**src/rtl/img_proc_pkg.sv**
```systemverilog
// Shared definitions for the image processing unit: FSM encoding and
// default image geometry.
package img_proc_pkg;

    localparam int unsigned IMAGESIZE_DEF = 512;
    localparam int unsigned PIXELSIZE_DEF = 8;

    typedef enum logic [1:0] {
        IDLE,
        FEED,
        DRAIN,
        DONE
    } seq_state_t;

endpackage

```
**src/rtl/line_credit_counter.sv**
```systemverilog
// Line-buffer credit counter: load to full, +1 per returned line, -1 per
// consumed line; a return at full credit is flagged instead of counted.
module line_credit_counter #(
    parameter int unsigned MAX_CREDIT = 4,
    parameter int unsigned W          = $clog2(MAX_CREDIT + 1)
) (
    input  logic         clk,
    input  logic         rst,
    input  logic         load,
    input  logic         inc,
    input  logic         dec,
    output logic [W-1:0] count,
    output logic         overflow
);

    assign overflow = inc && !dec && !load && (count == W'(MAX_CREDIT));

    always_ff @(posedge clk) begin
        if (rst) begin
            count <= '0;
        end else if (load) begin
            count <= W'(MAX_CREDIT);
        end else if (inc && !dec && !overflow) begin
            count <= count + W'(1);
        end else if (dec && !inc && (count != '0)) begin
            count <= count - W'(1);
        end
    end

endmodule

```
**src/rtl/img_frame_sequencer.sv**
```systemverilog
// Frame sequencer: gates the host pixel stream by line-buffer credits,
// tracks row/column position and counts output transfers to end the frame.
module img_frame_sequencer
    import img_proc_pkg::*;
#(
    parameter int unsigned IMAGESIZE     = IMAGESIZE_DEF,
    parameter int unsigned PIXELSIZE     = PIXELSIZE_DEF,
    parameter int unsigned PRELOAD_LINES = 4,
    parameter int unsigned OUT_LINES     = IMAGESIZE - 2
) (
    input  logic                                 clk,
    input  logic                                 rst,
    input  logic                                 start,
    input  logic                                 abort,
    input  logic                                 s_valid,
    input  logic [PIXELSIZE-1:0]                 s_data,
    output logic                                 s_ready,
    output logic                                 pixel_valid,
    output logic [PIXELSIZE-1:0]                 pixel_input,
    input  logic                                 pixel_request,
    input  logic                                 out_valid,
    input  logic                                 out_ready,
    output logic                                 busy,
    output logic                                 frame_done,
    output logic [$clog2(IMAGESIZE)-1:0]         row_cnt,
    output logic [$clog2(IMAGESIZE)-1:0]         col_cnt,
    output logic [$clog2(PRELOAD_LINES+1)-1:0]   credit,
    output logic                                 err_credit
);

    localparam int unsigned CW        = $clog2(IMAGESIZE);
    localparam int unsigned OUT_TOTAL = OUT_LINES * IMAGESIZE;
    localparam int unsigned OW        = $clog2(OUT_TOTAL + 1);

    seq_state_t      state;
    seq_state_t      state_nxt;
    logic            accept;
    logic            line_end;
    logic            last_pixel;
    logic            out_xfer;
    logic            out_hit;
    logic [OW-1:0]   out_cnt;
    logic [OW-1:0]   out_cnt_nxt;
    logic            credit_clr;
    logic            credit_load;
    logic            credit_inc;
    logic            credit_ovf;

    assign s_ready     = (state == FEED) && (credit != '0);
    assign accept      = s_valid && s_ready;
    assign line_end    = accept && (col_cnt == CW'(IMAGESIZE - 1));
    assign last_pixel  = line_end && (row_cnt == CW'(IMAGESIZE - 1));

    // Output counter saturates at the frame total so late transfers are ignored.
    assign out_xfer    = out_valid && out_ready && ((state == FEED) || (state == DRAIN))
                         && (out_cnt != OW'(OUT_TOTAL));
    assign out_cnt_nxt = out_cnt + OW'(out_xfer);
    assign out_hit     = (out_cnt_nxt == OW'(OUT_TOTAL));

    assign busy        = (state != IDLE);
    assign frame_done  = (state == DONE);

    // Abort shares the counter's clear so it outranks a same-cycle start.
    assign credit_clr  = rst || abort;
    assign credit_load = (state == IDLE) && start;
    assign credit_inc  = pixel_request && (state != IDLE);

    line_credit_counter #(
        .MAX_CREDIT (PRELOAD_LINES)
    ) u_credit (
        .clk      (clk),
        .rst      (credit_clr),
        .load     (credit_load),
        .inc      (credit_inc),
        .dec      (line_end),
        .count    (credit),
        .overflow (credit_ovf)
    );

    always_ff @(posedge clk) begin
        if (rst) begin
            state <= IDLE;
        end else begin
            state <= state_nxt;
        end
    end

    always_comb begin
        state_nxt = state;
        if (abort) begin
            state_nxt = IDLE;
        end else begin
            case (state)
                IDLE:    if (start) state_nxt = FEED;
                FEED:    if (last_pixel) state_nxt = out_hit ? DONE : DRAIN;
                DRAIN:   if (out_hit) state_nxt = DONE;
                DONE:    state_nxt = IDLE;
                default: state_nxt = IDLE;
            endcase
        end
    end

    always_ff @(posedge clk) begin
        if (rst) begin
            pixel_valid <= 1'b0;
            pixel_input <= '0;
            row_cnt     <= '0;
            col_cnt     <= '0;
            out_cnt     <= '0;
            err_credit  <= 1'b0;
        end else if (abort) begin
            pixel_valid <= 1'b0;
            row_cnt     <= '0;
            col_cnt     <= '0;
            out_cnt     <= '0;
        end else begin
            pixel_valid <= accept;
            if (accept) begin
                pixel_input <= s_data;
            end
            if (credit_load) begin
                row_cnt    <= '0;
                col_cnt    <= '0;
                out_cnt    <= '0;
                err_credit <= 1'b0;
            end else begin
                if (line_end) begin
                    col_cnt <= '0;
                    row_cnt <= (row_cnt == CW'(IMAGESIZE - 1)) ? '0 : row_cnt + CW'(1);
                end else if (accept) begin
                    col_cnt <= col_cnt + CW'(1);
                end
                out_cnt <= out_cnt_nxt;
                if (credit_ovf) begin
                    err_credit <= 1'b1;
                end
            end
        end
    end

endmodule

```
**config.mk**
```make
export PLATFORM = sky130hd
export DESIGN_NAME = img_frame_sequencer
export DESIGN_NICKNAME = d
export VERILOG_FILES = /design/src/rtl/img_proc_pkg.sv /design/src/rtl/line_credit_counter.sv /design/src/rtl/img_frame_sequencer.sv
export SDC_FILE = /design/constraint.sdc
export NUM_CORES = 1
export LEC_CHECK = 0
export ABC_AREA = 1
export CAP_MARGIN = 25
export CORE_AREA = 2 2 80 82
export CTS_CLUSTER_DIAMETER = 60
export DETAILED_ROUTE_END_ITERATION = 6
export DIE_AREA = 0 0 82 84
export GPL_ROUTABILITY_DRIVEN = 0
export HOLD_SLACK_MARGIN = 0.06
export PLACE_DENSITY = 0.73
export SLEW_MARGIN = 25
export SYNTH_ARGS = -nofsm -noshare
export SYNTH_HDL_FRONTEND = slang
export SYNTH_SLANG_ARGS = --single-unit
export TNS_END_PERCENT = 50
```
**constraint.sdc**
```tcl
create_clock -name clk -period 4.9 [get_ports clk]
set_input_delay 0.98 -clock clk [delete_from_list [all_inputs] [get_ports clk]]
set_output_delay 0.98 -clock clk [all_outputs]
set_load 0.03 [all_outputs]
```
==> results of run 1 <==
[worst max-delay path by stage]
stage,start,end,slack (ns),cells past startpoint
after floorplan,out_valid,state[0],2.18,16
after global placement,out_valid,state[0],1.54,18
after detailed placement,out_valid,state[0],1.47,18
after CTS,out_valid,state[0],1.79,18
after global routing,out_valid,state[0],1.54,18
final,out_valid,state[0],1.82,18
[flip-flops by register name, indices dropped and copies added, names as in the netlist]
name	count
err_credit	1
state	2
u_credit.count	3
col_cnt	9
row_cnt	9
pixel_input	8
pixel_valid	1
out_cnt	18
[layout make-up]
type | count | share of cell area
clock inverter | 2 | 0.00494
timing repair buffer | 49 | 0.149
tap | 77 | 0.0292
multi-input combinational | 275 | 0.436
clock buffer | 6 | 0.0251
inverter | 40 | 0.0463
sequential | 51 | 0.310
[worst reg2reg max path: stages (launching register included)]
cell,delay [ns]
dfxtp_1,0.42
inv_1,0.11
ha_1,0.32
nand3_1,0.07
a31oi_1,0.14
ha_1,0.22
ha_1,0.26
nand3_2,0.14
nor2_2,0.16
nand2_1,0.07
nand2_1,0.08
nand2_1,0.05
nor2_1,0.10
nand2_1,0.07
nor2_2,0.12
nand2_1,0.07
nand2_2,0.08
nand3_1,0.08
nand2_1,0.08
a21oi_1,0.05
[per-stage QoR]
| stage | setup WS, ns | instance area [µm²] |
|---|---|---|
| 2_1_floorplan | 2.18 | 2630 |
| 3_3_place_gp | 1.54 | 3200 |
| 3_5_place_dp | 1.47 | 3200 |
| 4_1_cts | 1.79 | 3300 |
| 5_1_grt | 1.54 | 3300 |
| 6_report | 1.82 | 3300 |
[kinds of logic after synthesis]
logic type / after synthesis / synth area share
xor gates and xnor gates: 6 / 0.0229
and+or+nand+nor: 209 / 0.364
adders and majority gates: 12 / 0.0601
AOI/OAI and AO/OA: 48 / 0.101
DFF: 51 / 0.389
buffers and inverters: 44 / 0.0639
[power breakdown]
part | total, mW | internal (mW) | switching, mW
registers | 0.418 | 0.416 | 0.00203
logic | 0.0489 | 0.0217 | 0.0272
clock network | 0.261 | 0.116 | 0.145
total | 0.727 | 0.553 | 0.174
[routing by layer]
metal  global-route usage  up-vias  share of wire  routed length (µm)
li1                     -     1308              -                   -
met1                0.227     1094           0.47                2680
met2                0.290       56           0.47                2710
met3               0.0303        6          0.051                 292
met4               0.0697        0          0.012                  69
met5                    0        -              0                   0
[cell usage in the layout (no fill, tap or decap), drive strengths merged, types with 6 or more instances in the layout]
cell and n:
xor2 6, nand3 33, o21ai 10, ha 11, inv 39, nor3 7, nor2 59, dfxtp 51
clkdlybuf4s50 49, clkbuf 6, nand2 96, a21oi 29, nand4 9
==> impl_metrics.json, run 1 <==
{
  "slew_viol_final": 0,
  "synthesis.area_um2": 2630,
  "reg2reg_from": "state[0]",
  "grt_pass1_vias": 2287,
  "fillers": 588,
  "max_slew_margin": 0.525,
  "cap_violations": 0,
  "synth_nets": 398,
  "cts.path.max_buffers": 2,
  "grt_pass1_wl_um": 9760,
  "grt_setup_unrepaired": "no",
  "gr-total-overflow": 0,
  "synth.largest_area_cell": "dfxtp_1",
  "startpoint_type": "primary input",
  "cts_sinks": 51,
  "worstRegToRegCells": 19,
  "grt_max_degree": 21,
  "slowest_stage": "clkdlybuf4s50_1",
  "setup-violations-final": 0,
  "path_clk_slew_ns": 0.09,
  "fp-row-count": 29,
  "syn2layout_area_growth_pct": 25.5,
  "path_delay_family": "simple AND/OR/NAND/NOR gates",
  "holdWs_ns": 0.468,
  "via_count": 2464,
  "synthCells": 370,
  "ys_async_sr_fraction": 0,
  "cts_tree": "yes",
  "routedWlPerCell_um": 11.5,
  "drt_iter0_drc": 86,
  "power_leakage_nw": 1.21,
  "antenna_found_initial": 0,
  "grt_use_total": 0.177,
  "cts_buffers": 5,
  "final_nets": 450,
  "pin_count": 50,
  "finalWirelength_um": 5750,
  "firstDrtPassIters": 4,
  "criticalPathCategory": "in -> reg",
  "dp_cells": 492,
  "rrSetupSlack_ns": 2.10,
  "end_kind": "flip-flop",
  "cp_max_fo": 4,
  "synth_top_area_frac": 0.389,
  "die_h_um": 84,
  "hpwl_um": 4430,
  "root_buffer": "clkbuf_8",
  "dieWidth_um": 82,
  "cpPeakStageDelay_ns": 0.45,
  "seqCellArea_um2": 1020,
  "layout.cells.non_filler": 500,
  "final.setup.tns_ns": 0,
  "synth-edff-count": 0,
  "final_hold_viol_count": 0,
  "p_per_area_nw_per_um2": 221,
  "ys.flop_type": "dfxtp_1",
  "post_cts_buffers": 0,
  "period_share": 0.628,
  "drive_gt1_frac": 0.0922,
  "cts_resized": 0,
  "antennaDiodeCount": 0,
  "crit_top_cell": "nand2_1",
  "hold_buffers": 0,
  "postRouteAntennaNets": 0,
  "arrival_ns": 3.29,
  "seq_area_frac_synth": 0.389,
  "critPathRequiredTime_ns": 5.11,
  "die-area_um2": 6890,
  "drc": 0,
  "cp_cell_sequence": "clkdlybuf4s50_1 > nand3_1 > a31oi_1 > ha_1 > ha_1 > nand3_2 > nor2_2 > nand2_1 > nand2_1 > nand2_1 > nor2_1 > nand2_1 > nor2_2 > nand2_1 > nand2_2 > nand3_1 > nand2_1 > a21oi_1",
  "max_freq_mhz": 325,
  "worstSkewPairLatency_ns": 0.32,
  "hp-class": "reg -> reg",
  "irDropWorstVdd_mv": 0.0945,
  "numPortBuffers": 49,
  "hp-start": "pixel_input[0]",
  "worstPathBufferInverterCount": 1,
  "start_util": 0.431,
  "finClkSkew_ns": 0.0144,
  "status": "finished clean",
  "min_to": "pixel_input[0]",
  "worst_pin_slew_ns": 0.711,
  "synth_common_cells": "nand2_1, nor2_1, dfxtp_1, inv_1, a21oi_1",
  "multi_input_area_um2": 1440,
  "synth.area.top_cells": "dfxtp_1, nand2_1, nor2_1, a21oi_1, nand3_1",
  "coreArea_um2": 6100,
  "ys_ff_latch": 51,
  "power_mw": 0.727,
  "htreeDepth": 2,
  "syn_avg_cell_area_um2": 7.09,
  "final_util": 0.541,
  "via_per_inst": 4.93,
  "fin_crit_ns": 3.08,
  "synth.distinct_cells": 33,
  "hold_depth": 2,
  "synth_warnings": 0,
  "rr_endpoint": "state[0]",
  "yosys.cell_count.top_type": "nand2_1"
}
Note: power is estimated with default switching activity, not from simulation.
==> run 2, diff against run 1 <==
==> constraint.sdc (replaced) <==
create_clock -name clk -period 2.9 [get_ports clk]
set_input_delay 0.58 -clock clk [delete_from_list [all_inputs] [get_ports clk]]
set_output_delay 0.58 -clock clk [all_outputs]
set_load 0.03 [all_outputs]
==> run 2 against run 1 <==
Register-to-register slack worse by 1.9 ns. Core utilization up 0.96 points. Non-clock buffer count up 3. Critical path depth down 1. Cell count up 0.60%. Critical endpoint unchanged.
==> impl_metrics.json, run 2 (same netlist as run 1, synthesis figures left out) <==
{
  "worst_pin_slew_ns": 0.401,
  "p_per_area_nw_per_um2": 383,
  "setup-violations-final": 0,
  "fin_crit_ns": 2.70,
  "start_util": 0.431,
  "layout_common_cells": "nand2_1, nor2_1, dfxtp_1, clkdlybuf4s50_1, inv_1",
  "critPathRequiredTime_ns": 3.10,
  "regMostFlops": "out_cnt",
  "largest_reg_flops": 18,
  "antennaDiodeCount": 0,
  "slew_viol_final": 0,
  "dieWidth_um": 82,
  "finClkSkew_ns": 0.00736,
  "hpwl_um": 4450,
  "hp-start": "pixel_input[0]",
  "antenna_found_initial": 0,
  "worstSkewPairLatency_ns": 0.30,
  "hp-class": "reg -> reg",
  "seqCellArea_um2": 1030,
  "hold_buffers": 0,
  "via_per_inst": 4.96,
  "routedWlPerCell_um": 11.6,
  "startpoint_type": "flip-flop",
  "power_leakage_nw": 1.23,
  "arrival_ns": 2.90,
  "firstDrtPassIters": 4,
  "final_nets": 453,
  "reg2reg_from": "out_cnt[13]",
  "htreeDepth": 2,
  "grt_pass1_vias": 2314,
  "final.setup.tns_ns": 0,
  "criticalPathCategory": "reg -> reg",
  "reg.largest.list": "out_cnt x18, col_cnt x9, row_cnt x9",
  "grt_pass1_wl_um": 9790,
  "max_freq_mhz": 370,
  "final_common_cell": "nand2_1",
  "path_clk_slew_ns": 0.10,
  "max_slew_margin": 0.731,
  "multi_input_area_um2": 1450,
  "gr-total-overflow": 0,
  "die_h_um": 84,
  "coreArea_um2": 6100,
  "final_hold_viol_count": 0,
  "holdWs_ns": 0.466,
  "pin_count": 50,
  "irDropWorstVdd_mv": 0.232,
  "postRouteAntennaNets": 0,
  "fillers": 573,
  "via_count": 2495,
  "drc": 0,
  "finalWirelength_um": 5830,
  "drt_iter0_drc": 82,
  "cts_buffers": 5,
  "cp_max_fo": 4,
  "hold_depth": 2,
  "grt_use_total": 0.178,
  "drive_gt1_frac": 0.108,
  "worstSetupStartpoint": "out_cnt[13]",
  "status": "finished clean",
  "cts.path.max_buffers": 2,
  "numPortBuffers": 49,
  "grt_max_degree": 20,
  "syn2layout_area_growth_pct": 27.8,
  "fp-row-count": 29,
  "period_share": 0.931,
  "root_buffer": "clkbuf_8",
  "die-area_um2": 6890,
  "cts_tree": "yes",
  "cts_sinks": 51,
  "end_kind": "flip-flop",
  "cap_violations": 0,
  "worstRegToRegCells": 17
}
==> run 2: per-stage QoR <==
| step | utilization | instance area (µm²) | setup slack [ns] | std cells | total power, mW |
|---|---|---|---|---|---|
| 2_1_floorplan | - | 2630 | 0.425 | 370 | 0.767 |
| 3_3_place_gp | 0.528 | 3220 | 0.00683 | 495 | 0.805 |
| 3_5_place_dp | 0.528 | 3220 | -0.0614 | 495 | 0.806 |
| 4_1_cts | 0.547 | 3330 | 0.126 | 503 | 1.30 |
| 5_1_grt | 0.550 | 3350 | -0.0101 | 503 | 1.33 |
| 6_report | 0.550 | 3350 | 0.200 | 503 | 1.29 |
==> run 2: worst paths after layout <==
path         slack [ns]              to
max                0.20        state[0]
min                0.47  pixel_input[0]
max reg2reg        0.20        state[0]
min reg2reg        0.47  pixel_input[0]
==> run 2: report_power, final <==
part           internal, mW  switching [mW]  leakage (nW)
combinational        0.0378          0.0462         0.759
sequential            0.703         0.00347         0.412
clock                 0.257           0.238        0.0581
==> run 2: cell type report <==
class	instances	area share
multi-input cells	275	0.433
flip-flops and latches	51	0.306
repair buffers	52	0.153
inverters	40	0.0455
well taps	77	0.0287
clock buffers	5	0.0205
clock inverters	3	0.0131
==> run 2: what timing repair did <==
item	in CTS	in global routing
setup endpoints to repair	0	2
resized for setup	0	7
setup buffers	0	0
==> run 2: critical path, stage by stage, from the launching register on <==
cell,delay [ns]
dfxtp_1,0.41
nand2_1,0.11
nor3_1,0.33
a31oi_1,0.15
ha_2,0.23
ha_2,0.20
buf_4,0.15
xor2_1,0.15
nor2_1,0.14
nand3_1,0.09
nor2_1,0.10
nand2_1,0.07
nor2_2,0.10
nand2_1,0.07
nand2_2,0.08
nand3_1,0.07
nand2_1,0.08
a21oi_1,0.07
==> run 2: per-layer routing <==
metal	wire length (µm)	global-route usage	vias to the layer above
li1	-	-	1306
met1	2700	0.227	1127
met2	2820	0.299	56
met3	255	0.0292	6
met4	61	0.0591	0
met5	0	0	-
